$ cat config.mk
export PLATFORM = sky130hd
export DESIGN_NAME = mod_issue_ctrl_flat
export DESIGN_NICKNAME = d
export VERILOG_FILES = /design/src/rtl/issue_pkg.sv /design/src/rtl/mod_issue_ctrl_if.sv /design/src/rtl/mod_scoreboard.sv /design/src/rtl/mod_issue_ctrl.sv /design/src/flat_wrapper.sv
export SDC_FILE = /design/constraint.sdc
export NUM_CORES = 1
export LEC_CHECK = 0
export CELL_PAD_IN_SITES_DETAIL_PLACEMENT = 2
export CELL_PAD_IN_SITES_GLOBAL_PLACEMENT = 2
export CORE_ASPECT_RATIO = 1.5
export CORE_MARGIN = 5
export CORE_UTILIZATION = 20
export DETAILED_ROUTE_END_ITERATION = 7
export MAX_ROUTING_LAYER = met4
export PLACE_DENSITY_LB_ADDON = 0.1
export SLEW_MARGIN = 0
export SYNTH_ARGS = -nofsm -noshare
export SYNTH_HDL_FRONTEND = slang
export SYNTH_SLANG_ARGS = --single-unit
$ cat constraint.sdc
create_clock -name clk -period 7.72 [get_ports clk]
set_input_delay 1.158 -clock clk [delete_from_list [all_inputs] [get_ports clk]]
set_output_delay 1.158 -clock clk [all_outputs]
set_load 0.02 [all_outputs]
$ cat src/rtl/issue_pkg.sv
// -----------------------------------------------------------------------------
// issue_pkg
// Shared definitions for the in-order issue controller: architectural sizes,
// the issue FSM state type, the register index type and a one-hot decoder.
// -----------------------------------------------------------------------------
package issue_pkg;

    localparam int NREGS  = 16;
    localparam int RIDX_W = 4;
    localparam int PERF_W = 32;

    typedef enum logic [1:0] {
        RUN     = 2'd0,
        BR_WAIT = 2'd1,
        FLUSH   = 2'd2
    } issue_state_e;

    typedef logic [RIDX_W-1:0] reg_idx_t;

    // One-hot of a register index, zero when the index is not valid.
    function automatic logic [NREGS-1:0] onehot(input reg_idx_t idx, input logic en);
        logic [NREGS-1:0] one;
        one = {{(NREGS-1){1'b0}}, 1'b1};
        return en ? (one << idx) : '0;
    endfunction

endpackage

$ cat src/rtl/mod_issue_ctrl_if.sv
// -----------------------------------------------------------------------------
// issue_if
// Decode / execute / writeback / branch handshake bundle of the issue
// controller.
//   master : decode + execute side (drives the instruction, ex_ready,
//            writeback and branch outcome; receives id_ready / ex_issue)
//   slave  : mod_issue_ctrl
// -----------------------------------------------------------------------------
interface issue_if;
    import issue_pkg::*;

    logic             id_valid;
    logic [NREGS-1:0] id_src_mask;
    reg_idx_t         id_dst_a;
    logic             id_dst_a_vld;
    reg_idx_t         id_dst_b;
    logic             id_dst_b_vld;
    logic             id_uses_flags;
    logic             id_sets_flags;
    logic             id_is_branch;
    logic             id_ready;

    logic             ex_ready;
    logic             ex_issue;

    logic             wb_valid;
    reg_idx_t         wb_dst_a;
    logic             wb_dst_a_vld;
    reg_idx_t         wb_dst_b;
    logic             wb_dst_b_vld;
    logic             wb_flags;

    logic             br_resolve;
    logic             br_taken;

    modport master (
        output id_valid, id_src_mask, id_dst_a, id_dst_a_vld, id_dst_b, id_dst_b_vld,
               id_uses_flags, id_sets_flags, id_is_branch, ex_ready,
               wb_valid, wb_dst_a, wb_dst_a_vld, wb_dst_b, wb_dst_b_vld, wb_flags,
               br_resolve, br_taken,
        input  id_ready, ex_issue
    );

    modport slave (
        input  id_valid, id_src_mask, id_dst_a, id_dst_a_vld, id_dst_b, id_dst_b_vld,
               id_uses_flags, id_sets_flags, id_is_branch, ex_ready,
               wb_valid, wb_dst_a, wb_dst_a_vld, wb_dst_b, wb_dst_b_vld, wb_flags,
               br_resolve, br_taken,
        output id_ready, ex_issue
    );

endinterface

$ cat src/rtl/mod_scoreboard.sv
// -----------------------------------------------------------------------------
// mod_scoreboard
// Register busy vector plus flags-busy bit.
// Ports:
//   clk, reset        clock, synchronous active-high reset
//   set_mask_i        registers becoming busy (issuing instruction)
//   clr_mask_i        registers retiring this cycle
//   flag_set_i        issuing instruction writes flags
//   flag_clr_i        flag-writing instruction retires
//   sb_o / flags_o    registered busy state
//   sb_eff_o          busy vector with this cycle's retirements removed
//   flags_eff_o       flags-busy with this cycle's retirement removed
// Set beats clear when both hit the same bit in one cycle.
// -----------------------------------------------------------------------------
module mod_scoreboard
    import issue_pkg::*;
(
    input  logic             clk,
    input  logic             reset,
    input  logic [NREGS-1:0] set_mask_i,
    input  logic [NREGS-1:0] clr_mask_i,
    input  logic             flag_set_i,
    input  logic             flag_clr_i,
    output logic [NREGS-1:0] sb_o,
    output logic [NREGS-1:0] sb_eff_o,
    output logic             flags_o,
    output logic             flags_eff_o
);

    logic [NREGS-1:0] sb_q, sb_d;
    logic             flags_q, flags_d;

    // Retirements are visible to the hazard check in the same cycle.
    assign sb_eff_o    = sb_q & ~clr_mask_i;
    assign flags_eff_o = flags_q & ~flag_clr_i;

    assign sb_d    = sb_eff_o | set_mask_i;
    assign flags_d = flags_eff_o | flag_set_i;

    always_ff @(posedge clk) begin
        if (reset) begin
            sb_q    <= '0;
            flags_q <= 1'b0;
        end else begin
            sb_q    <= sb_d;
            flags_q <= flags_d;
        end
    end

    assign sb_o    = sb_q;
    assign flags_o = flags_q;

endmodule

$ cat src/rtl/mod_issue_ctrl.sv
// -----------------------------------------------------------------------------
// mod_issue_ctrl
// In-order issue controller between decode and execute. Resolves register
// (RAW/WAW) and flag hazards against the scoreboard, holds issue while a
// conditional jump is unresolved and pulses a one-cycle flush when it is taken.
// Ports:
//   clk, reset       clock, synchronous active-high reset
//   bus (slave)      decode/execute/writeback/branch handshake (issue_if)
//   flush            registered one-cycle discard of fetch/decode
//   score_board      registered register busy bits
//   flags_busy       registered flags busy bit
//   perf_*           issue / hazard-stall / branch-stall counters
// Configuration: define ISSUE_PERF_EN to build the performance counters;
// otherwise the perf ports are tied to zero.
// -----------------------------------------------------------------------------
module mod_issue_ctrl
    import issue_pkg::*;
(
    input  logic              clk,
    input  logic              reset,
    issue_if.slave            bus,
    output logic              flush,
    output logic [NREGS-1:0]  score_board,
    output logic              flags_busy,
    output logic [PERF_W-1:0] perf_issue,
    output logic [PERF_W-1:0] perf_stall_haz,
    output logic [PERF_W-1:0] perf_stall_br
);

    issue_state_e     state_q, state_d;
    logic             flush_q;
    logic [NREGS-1:0] clr_mask, set_mask, sb_eff;
    logic             flags_eff;
    logic             hazard, ready, issue;

    assign clr_mask = bus.wb_valid ? (onehot(bus.wb_dst_a, bus.wb_dst_a_vld) |
                                      onehot(bus.wb_dst_b, bus.wb_dst_b_vld)) : '0;

    // Equal destinations collapse into the same bit of the OR.
    assign set_mask = issue ? (onehot(bus.id_dst_a, bus.id_dst_a_vld) |
                               onehot(bus.id_dst_b, bus.id_dst_b_vld)) : '0;

    mod_scoreboard u_sb (
        .clk         (clk),
        .reset       (reset),
        .set_mask_i  (set_mask),
        .clr_mask_i  (clr_mask),
        .flag_set_i  (issue & bus.id_sets_flags),
        .flag_clr_i  (bus.wb_flags),
        .sb_o        (score_board),
        .sb_eff_o    (sb_eff),
        .flags_o     (flags_busy),
        .flags_eff_o (flags_eff)
    );

    assign hazard = (|(bus.id_src_mask & sb_eff))
                  | (bus.id_dst_a_vld & sb_eff[bus.id_dst_a])
                  | (bus.id_dst_b_vld & sb_eff[bus.id_dst_b])
                  | ((bus.id_uses_flags | bus.id_sets_flags) & flags_eff);

    // Readiness is independent of id_valid and forced low during reset.
    assign ready        = ~reset & (state_q == RUN) & bus.ex_ready & ~hazard;
    assign issue        = bus.id_valid & ready;
    assign bus.id_ready = ready;
    assign bus.ex_issue = issue;

    always_comb begin
        state_d = state_q;
        case (state_q)
            RUN:     if (issue && bus.id_is_branch) state_d = BR_WAIT;
            BR_WAIT: if (bus.br_resolve)            state_d = bus.br_taken ? FLUSH : RUN;
            FLUSH:   state_d = RUN;
            default: state_d = RUN;
        endcase
    end

    always_ff @(posedge clk) begin
        if (reset) begin
            state_q <= RUN;
            flush_q <= 1'b0;
        end else begin
            state_q <= state_d;
            flush_q <= (state_d == FLUSH);
        end
    end

    assign flush = flush_q;

`ifdef ISSUE_PERF_EN
    logic [PERF_W-1:0] perf_issue_q, perf_haz_q, perf_br_q;

    always_ff @(posedge clk) begin
        if (reset) begin
            perf_issue_q <= '0;
            perf_haz_q   <= '0;
            perf_br_q    <= '0;
        end else begin
            if (issue)
                perf_issue_q <= perf_issue_q + 1'b1;
            if (bus.id_valid && state_q == RUN && bus.ex_ready && hazard)
                perf_haz_q <= perf_haz_q + 1'b1;
            if (bus.id_valid && state_q != RUN)
                perf_br_q <= perf_br_q + 1'b1;
        end
    end

    assign perf_issue     = perf_issue_q;
    assign perf_stall_haz = perf_haz_q;
    assign perf_stall_br  = perf_br_q;
`else
    assign perf_issue     = '0;
    assign perf_stall_haz = '0;
    assign perf_stall_br  = '0;
`endif

endmodule
$ cat src/flat_wrapper.sv
// flat-port wrapper written by rule: the top's interface ports become plain ports
module mod_issue_ctrl_flat import issue_pkg::*;
  (clk, reset, flush, score_board, flags_busy, perf_issue, perf_stall_haz, perf_stall_br, bus_id_valid, bus_id_src_mask, bus_id_dst_a, bus_id_dst_a_vld, bus_id_dst_b, bus_id_dst_b_vld, bus_id_uses_flags, bus_id_sets_flags, bus_id_is_branch, bus_ex_ready, bus_wb_valid, bus_wb_dst_a, bus_wb_dst_a_vld, bus_wb_dst_b, bus_wb_dst_b_vld, bus_wb_flags, bus_br_resolve, bus_br_taken, bus_id_ready, bus_ex_issue);
  issue_if bus_i ();
  input  logic clk;
  input  logic reset;
  output logic flush;
  output logic [NREGS-1:0] score_board;
  output logic flags_busy;
  output logic [PERF_W-1:0] perf_issue;
  output logic [PERF_W-1:0] perf_stall_haz;
  output logic [PERF_W-1:0] perf_stall_br;
  input wire logic [$bits(bus_i.id_valid)-1:0] bus_id_valid;
  input wire logic [$bits(bus_i.id_src_mask)-1:0] bus_id_src_mask;
  input wire logic [$bits(bus_i.id_dst_a)-1:0] bus_id_dst_a;
  input wire logic [$bits(bus_i.id_dst_a_vld)-1:0] bus_id_dst_a_vld;
  input wire logic [$bits(bus_i.id_dst_b)-1:0] bus_id_dst_b;
  input wire logic [$bits(bus_i.id_dst_b_vld)-1:0] bus_id_dst_b_vld;
  input wire logic [$bits(bus_i.id_uses_flags)-1:0] bus_id_uses_flags;
  input wire logic [$bits(bus_i.id_sets_flags)-1:0] bus_id_sets_flags;
  input wire logic [$bits(bus_i.id_is_branch)-1:0] bus_id_is_branch;
  input wire logic [$bits(bus_i.ex_ready)-1:0] bus_ex_ready;
  input wire logic [$bits(bus_i.wb_valid)-1:0] bus_wb_valid;
  input wire logic [$bits(bus_i.wb_dst_a)-1:0] bus_wb_dst_a;
  input wire logic [$bits(bus_i.wb_dst_a_vld)-1:0] bus_wb_dst_a_vld;
  input wire logic [$bits(bus_i.wb_dst_b)-1:0] bus_wb_dst_b;
  input wire logic [$bits(bus_i.wb_dst_b_vld)-1:0] bus_wb_dst_b_vld;
  input wire logic [$bits(bus_i.wb_flags)-1:0] bus_wb_flags;
  input wire logic [$bits(bus_i.br_resolve)-1:0] bus_br_resolve;
  input wire logic [$bits(bus_i.br_taken)-1:0] bus_br_taken;
  output wire logic [$bits(bus_i.id_ready)-1:0] bus_id_ready;
  output wire logic [$bits(bus_i.ex_issue)-1:0] bus_ex_issue;
  assign bus_i.id_valid = bus_id_valid;
  assign bus_i.id_src_mask = bus_id_src_mask;
  assign bus_i.id_dst_a = bus_id_dst_a;
  assign bus_i.id_dst_a_vld = bus_id_dst_a_vld;
  assign bus_i.id_dst_b = bus_id_dst_b;
  assign bus_i.id_dst_b_vld = bus_id_dst_b_vld;
  assign bus_i.id_uses_flags = bus_id_uses_flags;
  assign bus_i.id_sets_flags = bus_id_sets_flags;
  assign bus_i.id_is_branch = bus_id_is_branch;
  assign bus_i.ex_ready = bus_ex_ready;
  assign bus_i.wb_valid = bus_wb_valid;
  assign bus_i.wb_dst_a = bus_wb_dst_a;
  assign bus_i.wb_dst_a_vld = bus_wb_dst_a_vld;
  assign bus_i.wb_dst_b = bus_wb_dst_b;
  assign bus_i.wb_dst_b_vld = bus_wb_dst_b_vld;
  assign bus_i.wb_flags = bus_wb_flags;
  assign bus_i.br_resolve = bus_br_resolve;
  assign bus_i.br_taken = bus_br_taken;
  assign bus_id_ready = bus_i.id_ready;
  assign bus_ex_issue = bus_i.ex_issue;
  mod_issue_ctrl u_core (.clk(clk), .reset(reset), .bus(bus_i), .flush(flush), .score_board(score_board), .flags_busy(flags_busy), .perf_issue(perf_issue), .perf_stall_haz(perf_stall_haz), .perf_stall_br(perf_stall_br));
endmodule
### Yosys cells after proc, flatten, opt, wreduce, memory -nomap -nowiden

Cells that the tools add are included.

| word-level totals | value |
|---|---|
| register bits after elaboration | 20 |
| bits in latches | 0 |
| memory bits (writable) | 0 |
| bits in read-only memories | 0 |
| input port bits | 47 |
| memories kept | 0 |

| cells by class | value |
|---|---|
| add/sub/neg operators | 0 |
| multipliers | 0 |
| div/mod/pow operators | 0 |
| $lt $le $gt $ge | 2 |
| eq/ne operators | 2 |
| shifts and indexed selects | 4 |
| mux-type cells | 14 |
| bitwise operators | 23 |
| reduce and logical (&&, ||, !) cells | 3 |

Operators by type and width:

| operator | count |
|---|---|
| 2-to-1 mux 16 bit | 6 |
| << shifter 1 x 4 -> 16 bit (first input constant) | 4 |
| bitwise OR 16 bit | 3 |
| bitwise AND 16 bit | 2 |
| NOT 16 bit | 1 |
| OR reduction 16 bit | 1 |
| less-than comparator 4 x 5 -> 1 bit (second input constant) | 2 |
| bitwise AND 1 bit | 9 |
| binary-select mux 1 bit (select 4 bit) | 2 |
| 2-to-1 mux 2 bit | 3 |
| bitwise OR 1 bit | 5 |
| case mux 2 bit (2 select lines) | 1 |
| NOT 1 bit | 3 |
| equality test 2 x 1 -> 1 bit (second input constant) | 1 |
| equality test 2 bit (second input constant) | 1 |
| logical NOT 2 bit | 1 |
| 2-to-1 mux 1 bit | 2 |
| logical AND 1 bit | 1 |

### Logic depth before layout (Yosys ltp)

| logic depth | value |
|---|---|
| depth after elaboration | 19 |
| mapped depth | 10 |
| depth with buffers taken out | 7 |

### Cells and area by module

Synthesis repeated with hierarchy kept, for this count alone.

| second synthesis, totals | value |
|---|---|
| cells, all modules | 328 |
| area total of the unflattened synthesis | 2,701.3 µm² |

Modules (own cells, without submodules):

| module | instances | cells each | area each (µm²) | sequential area each (µm²) |
|---|---|---|---|---|
| mod_issue_ctrl | 1 | 276 | 2,073.2 | 60.1 |
| mod_scoreboard | 1 | 52 | 628.1 | 340.3 |

### Least setup slack after synthesis

OpenSTA, ideal clock, no wires.

| timing path | value |
|---|---|
| path kind | input -> output |
| from | input port bus_wb_valid |
| to | output port bus_id_ready |
| data arrival time | 3.437 ns |
| data required time | 6.562 ns |
| path slack | 3.125 ns |
| stages | 8 |
| cells stage by stage | buf_4 -> or3b_1 -> buf_2 -> o221ai_2 -> o221ai_1 -> or4_1 -> or4_1 -> nor2_1 |

| between the ends | value |
|---|---|
| longest elaborated chain between the ends | 11 |

Ends and longest elaborated chain:

| what | RTL line | RTL |
|---|---|---|
| start, declared | flat_wrapper.sv:23 | `input wire logic [$bits(bus_i.wb_valid)-1:0] bus_wb_valid;` |
| 2-to-1 mux 16 bit * | mod_issue_ctrl.sv:36 | `assign clr_mask = bus.wb_valid ? (onehot(bus.wb_dst_a, bus.wb_dst_a_vld) \|` |
| NOT 16 bit * | mod_scoreboard.sv:34 | `assign sb_eff_o = sb_q & ~clr_mask_i;` |
| bitwise AND 16 bit * | mod_scoreboard.sv:34 |  |
| binary-select mux 1 bit (select 4 bit) | mod_issue_ctrl.sv:57 | `\| (bus.id_dst_a_vld & sb_eff[bus.id_dst_a])` |
| 2-to-1 mux 1 bit (not written as such) | mod_issue_ctrl.sv:57 |  |
| bitwise AND 1 bit | mod_issue_ctrl.sv:57 |  |
| bitwise OR 1 bit | mod_issue_ctrl.sv:57 |  |
| bitwise OR 1 bit * | mod_issue_ctrl.sv:58 | `\| (bus.id_dst_b_vld & sb_eff[bus.id_dst_b])` |
| bitwise OR 1 bit * | mod_issue_ctrl.sv:59 | `\| ((bus.id_uses_flags \| bus.id_sets_flags) & flags_eff);` |
| NOT 1 bit * | mod_issue_ctrl.sv:62 | `assign ready = ~reset & (state_q == RUN) & bus.ex_ready & ~hazard;` |
| bitwise AND 1 bit * | mod_issue_ctrl.sv:62 |  |
| end, declared | flat_wrapper.sv:31 | `output wire logic [$bits(bus_i.id_ready)-1:0] bus_id_ready;` |

Every way passes the cells marked *; elsewhere a longest branch is shown, timed or not. The select of a mux whose other input is x is not followed.

### Final worst setup path

| timing path | value |
|---|---|
| from | input port bus_wb_valid |
| to | output port bus_ex_issue |

| between the ends | value |
|---|---|
| longest elaborated chain between the ends | 12 |

Ends and longest elaborated chain:

| what | RTL line | RTL |
|---|---|---|
| 2-to-1 mux 16 bit * | mod_issue_ctrl.sv:36 |  |
| NOT 16 bit * | mod_scoreboard.sv:34 |  |
| bitwise AND 16 bit * | mod_scoreboard.sv:34 |  |
| binary-select mux 1 bit (select 4 bit) | mod_issue_ctrl.sv:57 |  |
| 2-to-1 mux 1 bit (not written as such) | mod_issue_ctrl.sv:57 |  |
| bitwise AND 1 bit | mod_issue_ctrl.sv:57 |  |
| bitwise OR 1 bit | mod_issue_ctrl.sv:57 |  |
| bitwise OR 1 bit * | mod_issue_ctrl.sv:58 |  |
| bitwise OR 1 bit * | mod_issue_ctrl.sv:59 |  |
| NOT 1 bit * | mod_issue_ctrl.sv:62 |  |
| bitwise AND 1 bit * | mod_issue_ctrl.sv:62 |  |
| bitwise AND 1 bit * | mod_issue_ctrl.sv:63 | `assign issue = bus.id_valid & ready;` |
| end, declared | flat_wrapper.sv:32 | `output wire logic [$bits(bus_i.ex_issue)-1:0] bus_ex_issue;` |

Marks and branches as above.

==> summary.md <==
| Metric | Value |
|---|---|
| Status | finished clean |
| Gate power share | 0.356 |
| Max clock buf depth | 2 |
| Clock Skew | between 0.002 and 0.0025 ns |
| Final hold slack | ~0.53 ns |
| Die W | 103 um |
| WP data arrival | slightly below 5 ns |
| GPL Wtd Cong | 0.825 |
| Chip height | approximately 150 um |
| Seq cells post-synth | 20 |
| Hold-fix buffers, CTS | 0 |
| Synth async-reset ratio | 0 |
| Post-CTS Setup Bufs | 0 |
| Switching Share | 0.391 |
| Max cap viols | 0 |
| Insertion delay to the later sink of the worst-skew pair | about 0.27 ns |
| Leading post-synthesis cells by cell area | buf_4 28%, dfxtp_1 15%, nor2_1 5.6%, o221ai_1 4.4%, a22oi_1 3.2% |
| Core area | between 0.01 and 0.015 mm^2 |
| Crit Reg-Reg Startpoint | u_core.state_q[1]$_SDFF_PP0_ |
| Drt first pass iters | 4 |
| Req. time, crit path | roughly 6.6 ns |
| Seq pwr share | 0.306 |
| Hold_sp | u_core.state_q[0]$_SDFF_PP0_ |
| Die footprint | about 0.015 mm^2 |
| Critical path endpoint | bus_ex_issue |
| RSZ-0062 raised after global routing | false |
| Fin cells | ~570 |
| R2R depth | 7 |
| Ratio of cells with drive above 1 in the final layout | 0.0493 |
| Via count | roughly 2600 |
| Initial antenna violation count | 0 |
| Ant diodes | 0 |
| Clock-pin slew on the worst setup and hold paths | 0.06 ns |
| Max-slew headroom | 0.273 |
| Final #Nets | around 460 |
| Util after Layout | 0.244 |
| Crit Path Class | in2out |
| Maximum vdd drop | just under 0.00007 V |
| I/O Buffers | 66 |
| Internal power | 0.208 mW |
| Leak pwr | around 1.2 nW |
| Mux cell area share after synthesis | 0.0192 |
| Number of global-route vias before repair | 2787 |
| Sequential area share after synthesis | 0.154 |
| Critical R2R Capture | u_core.u_sb.sb_o[13]$_SDFF_PP0_ |
| Post-synth top flop | dfxtp_1 |
| Io pins | 163 |
| CP startpoint kind | input pin |
| TNS Setup | 0 ns |
| Largest net degree at the start of global routing | 28 |
| Post-synth top area cell | buf_4 |
| Final min period | 5.98 ns |
| PwrDens | 109 mW/mm^2 |
| Drt via density | 4.60 |
| CP max FO | 9 |
| Synth Warn # | 0 |
| Clk network pwr share | 0.338 |
| Min-delay worst type | reg2reg |
| Final hold vios | 0 |
| Routed WL | 11.3 mm |
| Psw | roughly 0.13 mW |
| DRT iter0 DRCs | 124 |
| # setup viols final | 0 |
| Residual DRC count | 0 |
| First-pass GRT wire length | about 16 mm |
| Flop-to-flop setup slack | slightly below 5 ns |
| Critical Path Source | bus_wb_valid |
| HPWL after DPL | 9.41 mm |
| Pins Over Slew Limit | 0 |
| Cts repair resizes | 0 |
| CTS H-tree depth | 1 |
| Synthesized instance count | roughly 350 |
| Synth Area in Simple Gates | 0.211 |
| Slew @ Worst Pin | between 1 and 1.5 ns |
| Area share of fa/ha/maj cells after synthesis | 0 |
| Area growth, synth to finish | 20.7% |
| Routed length per instance | between 15 and 20 um |
| CTS tree | built |
| Post-synth EDFFs | 0 |
| CP Capture Type | output port |
| Post-DRT Antenna Nets | 0 |
| Max Freq | approximately 170 MHz |
| Row count | 51 |
| Root buffer cell | clkbuf_16 |
| Synth Area in Compound Gates | 0.291 |
| Mean post-synth cell area | 7.51 um^2 |
| Period utilization | 0.775 |
| Synthesized cell area | ~0.0026 mm^2 |
| Placed cells | 562 |
| Fraction of synthesized cell area in xor and xnor cells | 0.00336 |
| Tot Pwr | about 0.34 mW |
| Largest family of logic cells by synthesized area | buffers and inverters |
| Inserted Clock Buffers | 3 |
| Clock sinks | 20 |
| GR Util All Layers | 0.146 |
| Initial Util | 0.202 |
| Grt ovf | 0 |
| Cell variety after synth | 54 |
| Share of the synthesized area in the top cell type | 0.279 |
## how the worst min path moves through the flow
stage	endpoint	slack, ns	cells after the start
final	u_core.state_q[1]$_SDFF_PP0_	0.53	2
after global routing	u_core.state_q[1]$_SDFF_PP0_	0.57	2
after CTS	u_core.state_q[1]$_SDFF_PP0_	0.53	2
after detailed placement	u_core.state_q[1]$_SDFF_PP0_	0.52	2
after global placement	u_core.state_q[1]$_SDFF_PP0_	0.51	2
after floorplan	u_core.flush$_SDFF_PP0_	0.47	2
## cell type report
class	instances	area, um^2
Clock buffer	3	75.1
Tap cell	159	199
Fill cell	1552	9740
Sequential cell	20	400
Multi-Input combinational cell	299	1730
Inverter	14	52.6
Timing Repair Buffer	70	691
## stage by stage
step	setup WS [ns]	cell area, um^2
6_report	1.74	3150
5_1_grt	1.55	3150
4_1_cts	1.71	3150
3_5_place_dp	1.75	3070
3_3_place_gp	1.78	3070
2_1_floorplan	3.12	2960
## kinds of logic (layout without fill, tap and decap cells)
| logic type | after synthesis | after routing |
|---|---|---|
| AO/OA/AOI/OAI | 96 | 96 |
| XOR/XNOR | 1 | 1 |
| buffers and inverters | 123 | 87 |
| flip-flops | 20 | 20 |
| multiplexers | 5 | 5 |
| other | 1 | 96 |
| AND/OR/NAND/NOR | 101 | 101 |
## worst max-delay path, cell delays in order
cell and delay [ns]:
clkdlybuf4s50_1 0.64, nand4bb_1 0.40, o221ai_1 0.49, o22a_1 0.20, o221ai_1 0.09, or4_1 0.53, or4_1 0.54, nor3_2 0.14
clkdlybuf4s50_1 0.62
## routing by layer
metal  global-route usage  vias to the layer above  wire [um]
met2                0.259                      135       5910
met4               0.0564                        0        329
met3               0.0135                       13        752
met5                    -                        -          0
li1                     -                     1206          -
met1                0.166                     1243       4300
## cell usage in the layout, fill, tap and decap left out, types with 3 or more instances in the layout
cell type and n:
conb_1 96, clkdlybuf4s50_1 66, nor2_1 39, dfxtp_1 20, inv_1 13, nand2_1 13, o221ai_1 13, o22ai_1 12
a22oi_1 11, o21ai_0 9, a22o_1 9, a21oi_1 8, o2bb2ai_1 8, nand2b_1 7, nor3_1 7, nand3b_1 5
mux2i_1 5, a32oi_1 5, o221a_2 4, nand4_1 4, buf_4 4, nand3_1 3, a221oi_1 3, or3_1 3
nor2b_1 3, nor4_1 3, clkbuf_16 3
## state kept, by name, summed over array words and instances, names as in the netlist
| signal | flops |
|---|---|
| u_core.u_sb.sb_o | 16 |
| u_core.flush | 1 |
| u_core.u_sb.flags_o | 1 |
| u_core.state_q | 2 |
## cell usage after synthesis (4+ instances only)
master and count:
o21ai_0 9, o221a_2 4, nand2b_1 7, nand3b_1 5, nor3_1 7, inv_1 13
a21oi_1 8, dfxtp_1 20, o221ai_1 13, buf_4 97, o22ai_1 12, nand4_1 4
o2bb2ai_1 8, a22oi_1 11, mux2i_1 5, nor2_1 39, a22o_1 9, nand2_1 13
clkbuf_1 10, a32oi_1 5
## power by group through the flow
stage | clock (mW) | sequential (mW) | combinational, mW
2_1_floorplan | 0 | 0.107 | 0.113
3_3_place_gp | 0 | 0.107 | 0.120
3_5_place_dp | 0 | 0.107 | 0.120
4_1_cts | 0.118 | 0.104 | 0.120
5_1_grt | 0.120 | 0.104 | 0.131
6_report | 0.116 | 0.104 | 0.122
Power figures use the tool's default switching activity.
